[config.mk]
export PLATFORM = sky130hd
export DESIGN_NAME = seq_restoring_divider_flat
export DESIGN_NICKNAME = d
export VERILOG_FILES = /design/src/rtl/seq_restoring_divider_pkg.sv /design/src/rtl/seq_restoring_divider_if.sv /design/src/rtl/seq_restoring_divider_subtractor.sv /design/src/rtl/seq_restoring_divider.sv /design/src/flat_wrapper.sv
export SDC_FILE = /design/constraint.sdc
export NUM_CORES = 1
export LEC_CHECK = 0
export BUFFER_PORTS_ARGS = -buffer_cell sky130_fd_sc_hd__buf_2
export CELL_PAD_IN_SITES_DETAIL_PLACEMENT = 0
export CELL_PAD_IN_SITES_GLOBAL_PLACEMENT = 1
export CORE_MARGIN = 2
export CORE_UTILIZATION = 44
export DETAILED_ROUTE_END_ITERATION = 6
export PLACE_DENSITY = 0.8
export SLEW_MARGIN = 20
export SYNTH_ARGS = -nofsm -noshare
export SYNTH_HDL_FRONTEND = slang
export SYNTH_SLANG_ARGS = --single-unit
[constraint.sdc]
create_clock -name clk_i -period 5.08 [get_ports clk_i]
set_clock_uncertainty 0.2 [all_clocks]
set_input_delay 1.016 -clock clk_i [delete_from_list [all_inputs] [get_ports clk_i]]
set_output_delay 1.016 -clock clk_i [all_outputs]
set_load 0.03 [all_outputs]
[src/rtl/seq_restoring_divider_pkg.sv]
// Shared types for the sequential restoring divider: FSM state encoding and
// iteration-counter sizing helper.
package divider_pkg;

    typedef enum logic [1:0] {
        S_IDLE = 2'd0,
        S_CALC = 2'd1,
        S_DONE = 2'd2
    } state_t;

    function automatic int cnt_width(input int data_size);
        return $clog2(data_size + 1);
    endfunction

endpackage

[src/rtl/seq_restoring_divider_if.sv]
// Start/busy/done handshake and operand/result bus of the restoring divider.
interface seq_restoring_divider_if #(parameter int DATA_SIZE = 8);

    logic                 start_i;
    logic [DATA_SIZE-1:0] dividend_i;
    logic [DATA_SIZE-1:0] divisor_i;
    logic                 busy_o;
    logic                 done_o;
    logic [DATA_SIZE-1:0] quotient_o;
    logic [DATA_SIZE-1:0] remainder_o;
    logic                 div_by_zero_o;

    modport master (
        output start_i, dividend_i, divisor_i,
        input  busy_o, done_o, quotient_o, remainder_o, div_by_zero_o
    );

    modport slave (
        input  start_i, dividend_i, divisor_i,
        output busy_o, done_o, quotient_o, remainder_o, div_by_zero_o
    );

endinterface

[src/rtl/seq_restoring_divider_subtractor.sv]
// Combinational ripple-borrow subtractor (a_i - b_i) built from a chain of
// full subtractors; used for the divider's trial subtraction.
module ripple_borrow_subtractor #(
    parameter int DATA_SIZE = 8
) (
    input  logic [DATA_SIZE-1:0] a_i,
    input  logic [DATA_SIZE-1:0] b_i,
    output logic [DATA_SIZE-1:0] diff_o,
    output logic                 borrow_o
);

    logic [DATA_SIZE:0] borrow;

    assign borrow[0] = 1'b0;

    for (genvar i = 0; i < DATA_SIZE; i++) begin : g_fs
        assign diff_o[i]     = a_i[i] ^ b_i[i] ^ borrow[i];
        assign borrow[i + 1] = (~a_i[i] & b_i[i]) | (~(a_i[i] ^ b_i[i]) & borrow[i]);
    end

    assign borrow_o = borrow[DATA_SIZE];

endmodule

[src/rtl/seq_restoring_divider.sv]
// Iterative restoring divider, one quotient bit per clock, start/busy/done handshake.
// Define SIGNED_DIV_EN for two's-complement operands (magnitude divide plus sign fix-up).
module seq_restoring_divider
    import divider_pkg::*;
#(
    parameter int DATA_SIZE = 8
) (
    input  logic clk_i,
    input  logic rst_i,
    seq_restoring_divider_if.slave bus
);

    // state  | meaning
    // S_IDLE | waiting for start_i, results held
    // S_CALC | one restoring iteration per cycle
    // S_DONE | results just written, done_o pulse, may accept again

    localparam int CW = cnt_width(DATA_SIZE);

    state_t               state, state_nxt;
    logic [CW-1:0]        cnt;
    logic [DATA_SIZE-1:0] prem;
    logic [DATA_SIZE-1:0] dvd;
    logic [DATA_SIZE-1:0] dvs;
    logic [DATA_SIZE-1:0] quo;
    logic [DATA_SIZE-1:0] rem_out;
    logic                 dbz;

    logic                 accept;
    logic                 zero_div;
    logic                 last_iter;
    logic [DATA_SIZE:0]   shifted;
    logic [DATA_SIZE:0]   trial_diff;
    logic                 trial_borrow;
    logic [DATA_SIZE-1:0] prem_nxt;
    logic [DATA_SIZE-1:0] dvd_nxt;
    logic [DATA_SIZE-1:0] dividend_mag;
    logic [DATA_SIZE-1:0] divisor_mag;
    logic [DATA_SIZE-1:0] q_res;
    logic [DATA_SIZE-1:0] r_res;
    logic                 unused_diff_msb;

    assign accept    = (state == S_IDLE || state == S_DONE) && bus.start_i;
    assign zero_div  = (bus.divisor_i == '0);
    assign last_iter = (state == S_CALC) && (cnt == CW'(DATA_SIZE - 1));

    // dvd shifts out dividend bits at the top and collects quotient bits at the bottom
    assign shifted = {prem, dvd[DATA_SIZE-1]};

    ripple_borrow_subtractor #(.DATA_SIZE(DATA_SIZE + 1)) u_trial_sub (
        .a_i      (shifted),
        .b_i      ({1'b0, dvs}),
        .diff_o   (trial_diff),
        .borrow_o (trial_borrow)
    );

    // a kept difference is below the divisor, so its top bit is always zero
    assign unused_diff_msb = trial_diff[DATA_SIZE];
    assign prem_nxt = trial_borrow ? shifted[DATA_SIZE-1:0] : trial_diff[DATA_SIZE-1:0];
    assign dvd_nxt  = {dvd[DATA_SIZE-2:0], ~trial_borrow};

`ifdef SIGNED_DIV_EN
    logic neg_q;
    logic neg_r;

    always_comb begin
        dividend_mag = bus.dividend_i;
        divisor_mag  = bus.divisor_i;
        q_res        = dvd_nxt;
        r_res        = prem_nxt;
        if (bus.dividend_i[DATA_SIZE-1]) dividend_mag = '0 - bus.dividend_i;
        if (bus.divisor_i[DATA_SIZE-1])  divisor_mag  = '0 - bus.divisor_i;
        if (neg_q) q_res = '0 - dvd_nxt;
        if (neg_r) r_res = '0 - prem_nxt;
    end

    always_ff @(posedge clk_i or posedge rst_i) begin
        if (rst_i) begin
            neg_q <= 1'b0;
            neg_r <= 1'b0;
        end else if (accept) begin
            neg_q <= bus.dividend_i[DATA_SIZE-1] ^ bus.divisor_i[DATA_SIZE-1];
            neg_r <= bus.dividend_i[DATA_SIZE-1];
        end
    end
`else
    always_comb begin
        dividend_mag = bus.dividend_i;
        divisor_mag  = bus.divisor_i;
        q_res        = dvd_nxt;
        r_res        = prem_nxt;
    end
`endif

    always_ff @(posedge clk_i or posedge rst_i) begin
        if (rst_i) state <= S_IDLE;
        else       state <= state_nxt;
    end

    always_comb begin
        state_nxt = state;
        unique case (state)
            S_IDLE: if (bus.start_i) state_nxt = zero_div ? S_DONE : S_CALC;
            S_CALC: if (last_iter)   state_nxt = S_DONE;
            S_DONE: begin
                state_nxt = S_IDLE;
                if (bus.start_i) state_nxt = zero_div ? S_DONE : S_CALC;
            end
            default: state_nxt = S_IDLE;
        endcase
    end

    always_ff @(posedge clk_i or posedge rst_i) begin
        if (rst_i) begin
            cnt     <= '0;
            prem    <= '0;
            dvd     <= '0;
            dvs     <= '0;
            quo     <= '0;
            rem_out <= '0;
            dbz     <= 1'b0;
        end else if (accept) begin
            dbz <= zero_div;
            if (zero_div) begin
                quo     <= '1;
                rem_out <= bus.dividend_i;
            end else begin
                dvd  <= dividend_mag;
                dvs  <= divisor_mag;
                prem <= '0;
                cnt  <= '0;
            end
        end else if (state == S_CALC) begin
            prem <= prem_nxt;
            dvd  <= dvd_nxt;
            cnt  <= cnt + 1'b1;
            if (last_iter) begin
                quo     <= q_res;
                rem_out <= r_res;
            end
        end
    end

    assign bus.busy_o        = (state == S_CALC);
    assign bus.done_o        = (state == S_DONE);
    assign bus.quotient_o    = quo;
    assign bus.remainder_o   = rem_out;
    assign bus.div_by_zero_o = dbz;

endmodule

[src/flat_wrapper.sv]
// flat-port wrapper written by rule: the top's interface ports become plain ports
module seq_restoring_divider_flat import divider_pkg::*;
#(
    parameter int DATA_SIZE = 8
)
  (clk_i, rst_i, bus_start_i, bus_dividend_i, bus_divisor_i, bus_busy_o, bus_done_o, bus_quotient_o, bus_remainder_o, bus_div_by_zero_o);
  seq_restoring_divider_if #(.DATA_SIZE(DATA_SIZE)) bus_i ();
  input  logic clk_i;
  input  logic rst_i;
  input wire logic [$bits(bus_i.start_i)-1:0] bus_start_i;
  input wire logic [$bits(bus_i.dividend_i)-1:0] bus_dividend_i;
  input wire logic [$bits(bus_i.divisor_i)-1:0] bus_divisor_i;
  output wire logic [$bits(bus_i.busy_o)-1:0] bus_busy_o;
  output wire logic [$bits(bus_i.done_o)-1:0] bus_done_o;
  output wire logic [$bits(bus_i.quotient_o)-1:0] bus_quotient_o;
  output wire logic [$bits(bus_i.remainder_o)-1:0] bus_remainder_o;
  output wire logic [$bits(bus_i.div_by_zero_o)-1:0] bus_div_by_zero_o;
  assign bus_i.start_i = bus_start_i;
  assign bus_i.dividend_i = bus_dividend_i;
  assign bus_i.divisor_i = bus_divisor_i;
  assign bus_busy_o = bus_i.busy_o;
  assign bus_done_o = bus_i.done_o;
  assign bus_quotient_o = bus_i.quotient_o;
  assign bus_remainder_o = bus_i.remainder_o;
  assign bus_div_by_zero_o = bus_i.div_by_zero_o;
  seq_restoring_divider #(.DATA_SIZE(DATA_SIZE)) u_core (.clk_i(clk_i), .rst_i(rst_i), .bus(bus_i));
endmodule
Yosys cells after proc, flatten, opt, wreduce, memory -nomap -nowiden --
Cells that the tools add are included.
Storage, ports and cells: flip-flop bits (word level) 47, bits in latches 0, memory bits (writable) 0, ROM bits 0, logic and storage cells 106, memories kept 0
Operators by class: $add $sub $neg 1, multipliers 0, div/mod/pow operators 0, order comparisons 0, equality and inequality tests 7, shift operators 0, multiplexer cells 23, bitwise operators 56, reduce and logical (&&, ||, !) cells 11
Operators with widths (count):
- 8-bit 2-to-1 mux | 15
- 1-bit inverter | 18
- 1-bit AND | 16
- 1-bit XOR | 15
- 4-bit 2-to-1 mux | 3
- 8-bit zero test | 1
- 2-bit 2-to-1 mux | 4
- 1-bit OR | 7
- 2-bit != test (second input constant) | 3
- 2-bit one-hot mux with 3 select lines | 1
- 2-bit AND reduction | 3
- 4-bit by 1-bit adder with 4-bit output (second input constant) | 1
- 4-bit by 3-bit == test with 1-bit output (second input constant) | 1
- 2-bit nonzero test | 2
- 3-bit AND reduction | 1
- 2-bit by 1-bit == test with 1-bit output (second input constant) | 1
- 2-bit == test (second input constant) | 1
- 1-bit logical AND | 2
- 2-bit zero test | 1
- 2-bit by 1-bit != test with 1-bit output (second input constant) | 1
- 1-bit logical OR | 1

Logic depth before layout (Yosys ltp) --
depth after elaboration 21, mapped depth 14, gate-level depth less buffers 13

Modules after synthesis --
From an unflattened synthesis, not the netlist that was laid out.
Second synthesis, totals: cell total of the unflattened synthesis 231, area, all modules 2312.2 µm²
Modules (own cells, without submodules):
- seq_restoring_divider | instances 1, cells each 202, area each 2064.5 µm²
- ripple_borrow_subtractor | instances 1, cells each 29, area each 247.7 µm²

Least setup slack after synthesis --
No wires, ideal clock.
path kind register -> register, start register u_core.dvd[7], end register u_core.rem_out[0] (netlist: u_core.bus.remainder_o[0]), setup time 0.125 ns, arrival time 4.363 ns, data required time 4.755 ns, path slack 0.392 ns, stages on the path, launching flop included 15, buffers on the path 1, cell sequence dfrtp_1 -> inv_1 -> ha_1 -> fa_1 -> fa_1 -> fa_1 -> fa_1 -> fa_1 -> fa_1 -> fa_1 -> nand2b_1 -> buf_2 -> a211oi_1 -> a21oi_1 -> mux2i_1
On the way: cells in the longest elaborated chain, start to end 21, elaborated cells on any way between the ends 22, classes of those cells 4 x mux; 18 x bitwise
Ends and longest elaborated chain:
- from (decl) | RTL line seq_restoring_divider.sv:23 | logic [DATA_SIZE-1:0] dvd;
- from (signal assigned) | RTL line seq_restoring_divider.sv:128 | dvd <= dividend_mag;
- from (signal assigned) | RTL line seq_restoring_divider.sv:135 | dvd <= dvd_nxt;
- 1-bit inverter | RTL line seq_restoring_divider_subtractor.sv:18 | assign borrow[i + 1] = (~a_i[i] & b_i[i]) | (~(a_i[i] ^ b_i[i]) & borrow[i]);
- 1-bit AND (2 in series) | RTL line seq_restoring_divider_subtractor.sv:18
- 1-bit OR | RTL line seq_restoring_divider_subtractor.sv:18
- 1-bit AND | RTL line seq_restoring_divider_subtractor.sv:18
- 1-bit OR | RTL line seq_restoring_divider_subtractor.sv:18
- 1-bit AND | RTL line seq_restoring_divider_subtractor.sv:18
- 1-bit OR | RTL line seq_restoring_divider_subtractor.sv:18
- 1-bit AND | RTL line seq_restoring_divider_subtractor.sv:18
- [... 4 more ...]
- 1-bit OR | RTL line seq_restoring_divider_subtractor.sv:18
- 1-bit AND | RTL line seq_restoring_divider_subtractor.sv:18
- 1-bit OR | RTL line seq_restoring_divider_subtractor.sv:18
- 1-bit AND | RTL line seq_restoring_divider_subtractor.sv:18
- 8-bit 2-to-1 mux * | RTL line seq_restoring_divider.sv:59 | assign prem_nxt = trial_borrow ? shifted[DATA_SIZE-1:0] : trial_diff[DATA_SIZE-1:0];
- 8-bit 2-to-1 mux * | RTL line seq_restoring_divider.sv:137 | if (last_iter) begin
- 8-bit 2-to-1 mux * | RTL line seq_restoring_divider.sv:133 | end else if (state == S_CALC) begin
- 8-bit 2-to-1 mux * | RTL line seq_restoring_divider.sv:122 | end else if (accept) begin
- to (signal assigned) | RTL line seq_restoring_divider.sv:126 | rem_out <= bus.dividend_i;
- to (signal assigned) | RTL line seq_restoring_divider.sv:139 | rem_out <= r_res;
- to (decl) | RTL line seq_restoring_divider.sv:26 | logic [DATA_SIZE-1:0] rem_out;
Every way passes the cells marked *; elsewhere a longest branch is shown, timed or not. The select of a mux whose other input is x is not followed. A chain may end at the register's enable or synchronous reset.

Worst setup path in the final report --
start register u_core.dvd[7], end register u_core.prem[0]
On the way: cells in the longest elaborated chain, start to end 20, elaborated cells on any way between the ends 21, classes of those cells 3 x mux; 18 x bitwise
Ends and longest elaborated chain:
- 1-bit inverter | RTL line seq_restoring_divider_subtractor.sv:18
- 1-bit AND (2 in series) | RTL line seq_restoring_divider_subtractor.sv:18
- 1-bit OR | RTL line seq_restoring_divider_subtractor.sv:18
- 1-bit AND | RTL line seq_restoring_divider_subtractor.sv:18
- 1-bit OR | RTL line seq_restoring_divider_subtractor.sv:18
- 1-bit AND | RTL line seq_restoring_divider_subtractor.sv:18
- 1-bit OR | RTL line seq_restoring_divider_subtractor.sv:18
- 1-bit AND | RTL line seq_restoring_divider_subtractor.sv:18
- [... 3 more ...]
- 1-bit AND | RTL line seq_restoring_divider_subtractor.sv:18
- 1-bit OR | RTL line seq_restoring_divider_subtractor.sv:18
- 1-bit AND | RTL line seq_restoring_divider_subtractor.sv:18
- 1-bit OR | RTL line seq_restoring_divider_subtractor.sv:18
- 1-bit AND | RTL line seq_restoring_divider_subtractor.sv:18
- 8-bit 2-to-1 mux * | RTL line seq_restoring_divider.sv:59
- 8-bit 2-to-1 mux * | RTL line seq_restoring_divider.sv:133
- 8-bit 2-to-1 mux * | RTL line seq_restoring_divider.sv:122
- to (signal assigned) | RTL line seq_restoring_divider.sv:134 | prem <= prem_nxt;
- to (decl) | RTL line seq_restoring_divider.sv:22 | logic [DATA_SIZE-1:0] prem;
Marks and branches as above.

==> impl_metrics.env <==
export IMPL_fillers=491
export IMPL_synth_mux_area_fraction_pct=8.21
export IMPL_synth_top_family_by_area="compound AO/OA/AOI/OAI gates"
export IMPL_clk_latency_ns=0.30
export IMPL_grt_pass1_wl_um=8360
export IMPL_synth_ff_type="dfrtp_1"
export IMPL_synth_edf_count=0
export IMPL_syn_nets=237
export IMPL_start_util_pct=45.6
export IMPL_ys_ff_latch=47
export IMPL_synthToLayoutAreaGrowth_pct=15.6
export IMPL_ys_warn_count=0
export IMPL_synth_cell_types=38
export IMPL_postCtsSetupBuffers=0
export IMPL_cts_resized=0
export IMPL_relSlewSlack_pct=35.1
export IMPL_slew_violations=0
export IMPL_seq_area_frac_synth_pct=50.5
export IMPL_min_period_over_period_pct=95.2
export IMPL_grt_max_degree=48
export IMPL_wire_per_inst_um=15.9
export IMPL_yosys_area_share_adder_pct=7.09
export IMPL_die_w_um=76.8
export IMPL_synth_most_common_cell="dfrtp_1"
export IMPL_p_leak_nw=1.18
export IMPL_post_route_min_period_ns=4.83
export IMPL_path_clk_slew_ns=0.09
export IMPL_cp_data_required_time_ns=5.09
export IMPL_worst_setup_path_start_kind="flop"
export IMPL_status="complete, no violations"
export IMPL_max_vdd_ir_drop_uv=446
export IMPL_maxCapViolations=0
export IMPL_power_density_nw_per_um2=808
export IMPL_cts_buffers=5
export IMPL_syn_avg_cell_area_um2=11.2
export IMPL_drive_above_1_share_pct=28.8
export IMPL_hpwl_um=3480
export IMPL_htreeDepth=2
export IMPL_finalSetupViolCount=0
export IMPL_final_cells=313
export IMPL_yosysTopAreaCellShare_pct=50.5
export IMPL_grt_pass1_vias=1634
export IMPL_crit_arrival_ns=4.85
export IMPL_totalWireLength_um=4970
export IMPL_die_height_um=76.8
export IMPL_finalSetupTns_ns=0
export IMPL_cp_end_kind="flop"
export IMPL_max_freq_mhz=207
export IMPL_synth_compound_area_share_pct=15.8
export IMPL_viasPerCell=5.38
export IMPL_ys_top_cells_by_area="dfrtp_1 50%, fa_1 6.0%, mux2_2 4.3%"
export IMPL_drc=0
export IMPL_drt_iter0_markers=144
export IMPL_syn_area_um2=2330
export IMPL_cp_max_fo=9
export IMPL_synthTopCellsByCount="47 x dfrtp_1, 17 x inv_1, 16 x nand2_1"
export IMPL_core_area_um2=5110
export IMPL_rows=26
export IMPL_n_antenna_cell=0
export IMPL_grt_antenna_before_repair=0
export IMPL_cts_root_buffer="clkbuf_8"
export IMPL_place_inst=305
export IMPL_cts_buffer_depth=2
export IMPL_hold_ws_ns=0.287
export IMPL_pin_count=38
export IMPL_hold_viol_final=0
export IMPL_cts_hold_buf=0
export IMPL_first_pass_iters=4
export IMPL_gp_congestion=0.791
export IMPL_nets=270
export IMPL_synth_top_cell_by_area="dfrtp_1"
export IMPL_total_power_mw=2.18
export IMPL_worstMarginPinSlew_ns=0.971
export IMPL_grt_util_all_layers_pct=17.9
export IMPL_ant_nets=0
export IMPL_cts_tree="built"
export IMPL_hp_class="flop to flop"
export IMPL_yosys_area_share_simple_pct=12.2
export IMPL_grt_overflow_total=0
export IMPL_syn_instance_count=209
export IMPL_path_class="flop to flop"
export IMPL_rsz0062_at_grt="no"
export IMPL_synth_xor_area_share_pct=0.376
export IMPL_vias=1683
export IMPL_io_buffers=37
export IMPL_clock_sinks=47
export IMPL_die_area_um2=5900
export IMPL_ys_async_sr_fraction_pct=100
routing by layer:
layer	global-route usage, %	share of wire, %
met1	25.0	47
met2	28.6	48
met3	4.24	4.5
met4	3.82	0.77
met5	0	0
power breakdown:
| part | switching, mW | total [mW] | internal (mW) | leakage [nW] |
|---|---|---|---|---|
| registers | 0.132 | 0.701 | 0.569 | 0.543 |
| logic | 0.700 | 1.20 | 0.502 | 0.576 |
| clock network | 0.129 | 0.276 | 0.147 | 0.0581 |
| total | 0.961 | 2.18 | 1.22 | 1.18 |
area by class of cell:
type	instances	area [µm²]	share of cell area [%]
sequential	47	1180	43.6
multi-input combinational	132	1050	39.1
timing repair buffer	39	200	7.43
tap	70	87.6	3.25
clock buffer	5	68.8	2.55
inverter	17	63.8	2.37
clock inverter	3	43.8	1.62
sequential cells by signal (all words and copies together), names as in the netlist:
| name | count |
|---|---|
| u_core.prem | 8 |
| u_core.state | 2 |
| u_core.cnt | 4 |
| u_core.bus.quotient_o | 8 |
| u_core.bus.remainder_o | 8 |
| u_core.dvd | 8 |
| u_core.bus.div_by_zero_o | 1 |
| u_core.dvs | 8 |
stage by stage:
step                worst slack (ns)  util (%)  instance area (µm²)
floorplan                      0.392         -                 2330
global placement              0.0992      49.9                 2550
detailed placement            0.0623      49.9                 2550
CTS                           0.0214      52.1                 2660
global route                 0.00825      52.8                 2700
finish                         0.246      52.8                 2700
layout by cell type (no fill, tap or decap), types with 2 or more instances in the layout:
master / instances
a211oi_2: 5
nor2b_1: 2
o22a_1: 7
a211oi_1: 2
mux2i_1: 9
dfrtp_1: 47
a31oi_1: 7
buf_4: 2
nand3_1: 2
nand2_2: 2
fa_1: 6
ha_1: 2
o21ai_1: 6
a21oi_1: 9
nor4_4: 2
clkbuf_8: 5
nand2b_1: 3
buf_2: 37
inv_1: 16
nor3b_1: 7
nand2_1: 16
nor3_1: 8
o21ai_0: 9
nor2_1: 4
mux2_2: 9
critical path, cell delays in order, from the launching register on:
cell      delay (ns)
dfrtp_1         0.38
inv_1           0.05
ha_1            0.19
fa_1            0.45
fa_1            0.46
fa_1            0.46
fa_1            0.47
fa_1            0.48
fa_1            0.46
fa_2            0.45
nor3b_1         0.17
a211oi_1        0.27
o21ai_0         0.13
o21ai_1         0.12
cells by family (layout without fill, tap and decap cells):
family,Yosys count,count (layout)
simple gates,49,49
compound gates,55,55
xor+xnor,1,1
buf+inv,30,64
mux,18,18
fa+ha+maj,9,9
flops,47,47
path summary, 6_finish.rpt:
check,startpoint,to,slack (ns),cells after the start
max,u_core.dvd[7],u_core.prem[0],0.25,13
min,u_core.bus.quotient_o[4],u_core.bus.quotient_o[4],0.29,1
max reg2reg,u_core.dvd[7],u_core.prem[0],0.25,13
min reg2reg,u_core.bus.quotient_o[4],u_core.bus.quotient_o[4],0.29,1
max in group asynchronous,rst_i,u_core.state[1],3.35,2
min in group asynchronous,rst_i,u_core.prem[0],0.74,2
Note: power is estimated with default switching activity, not from simulation.
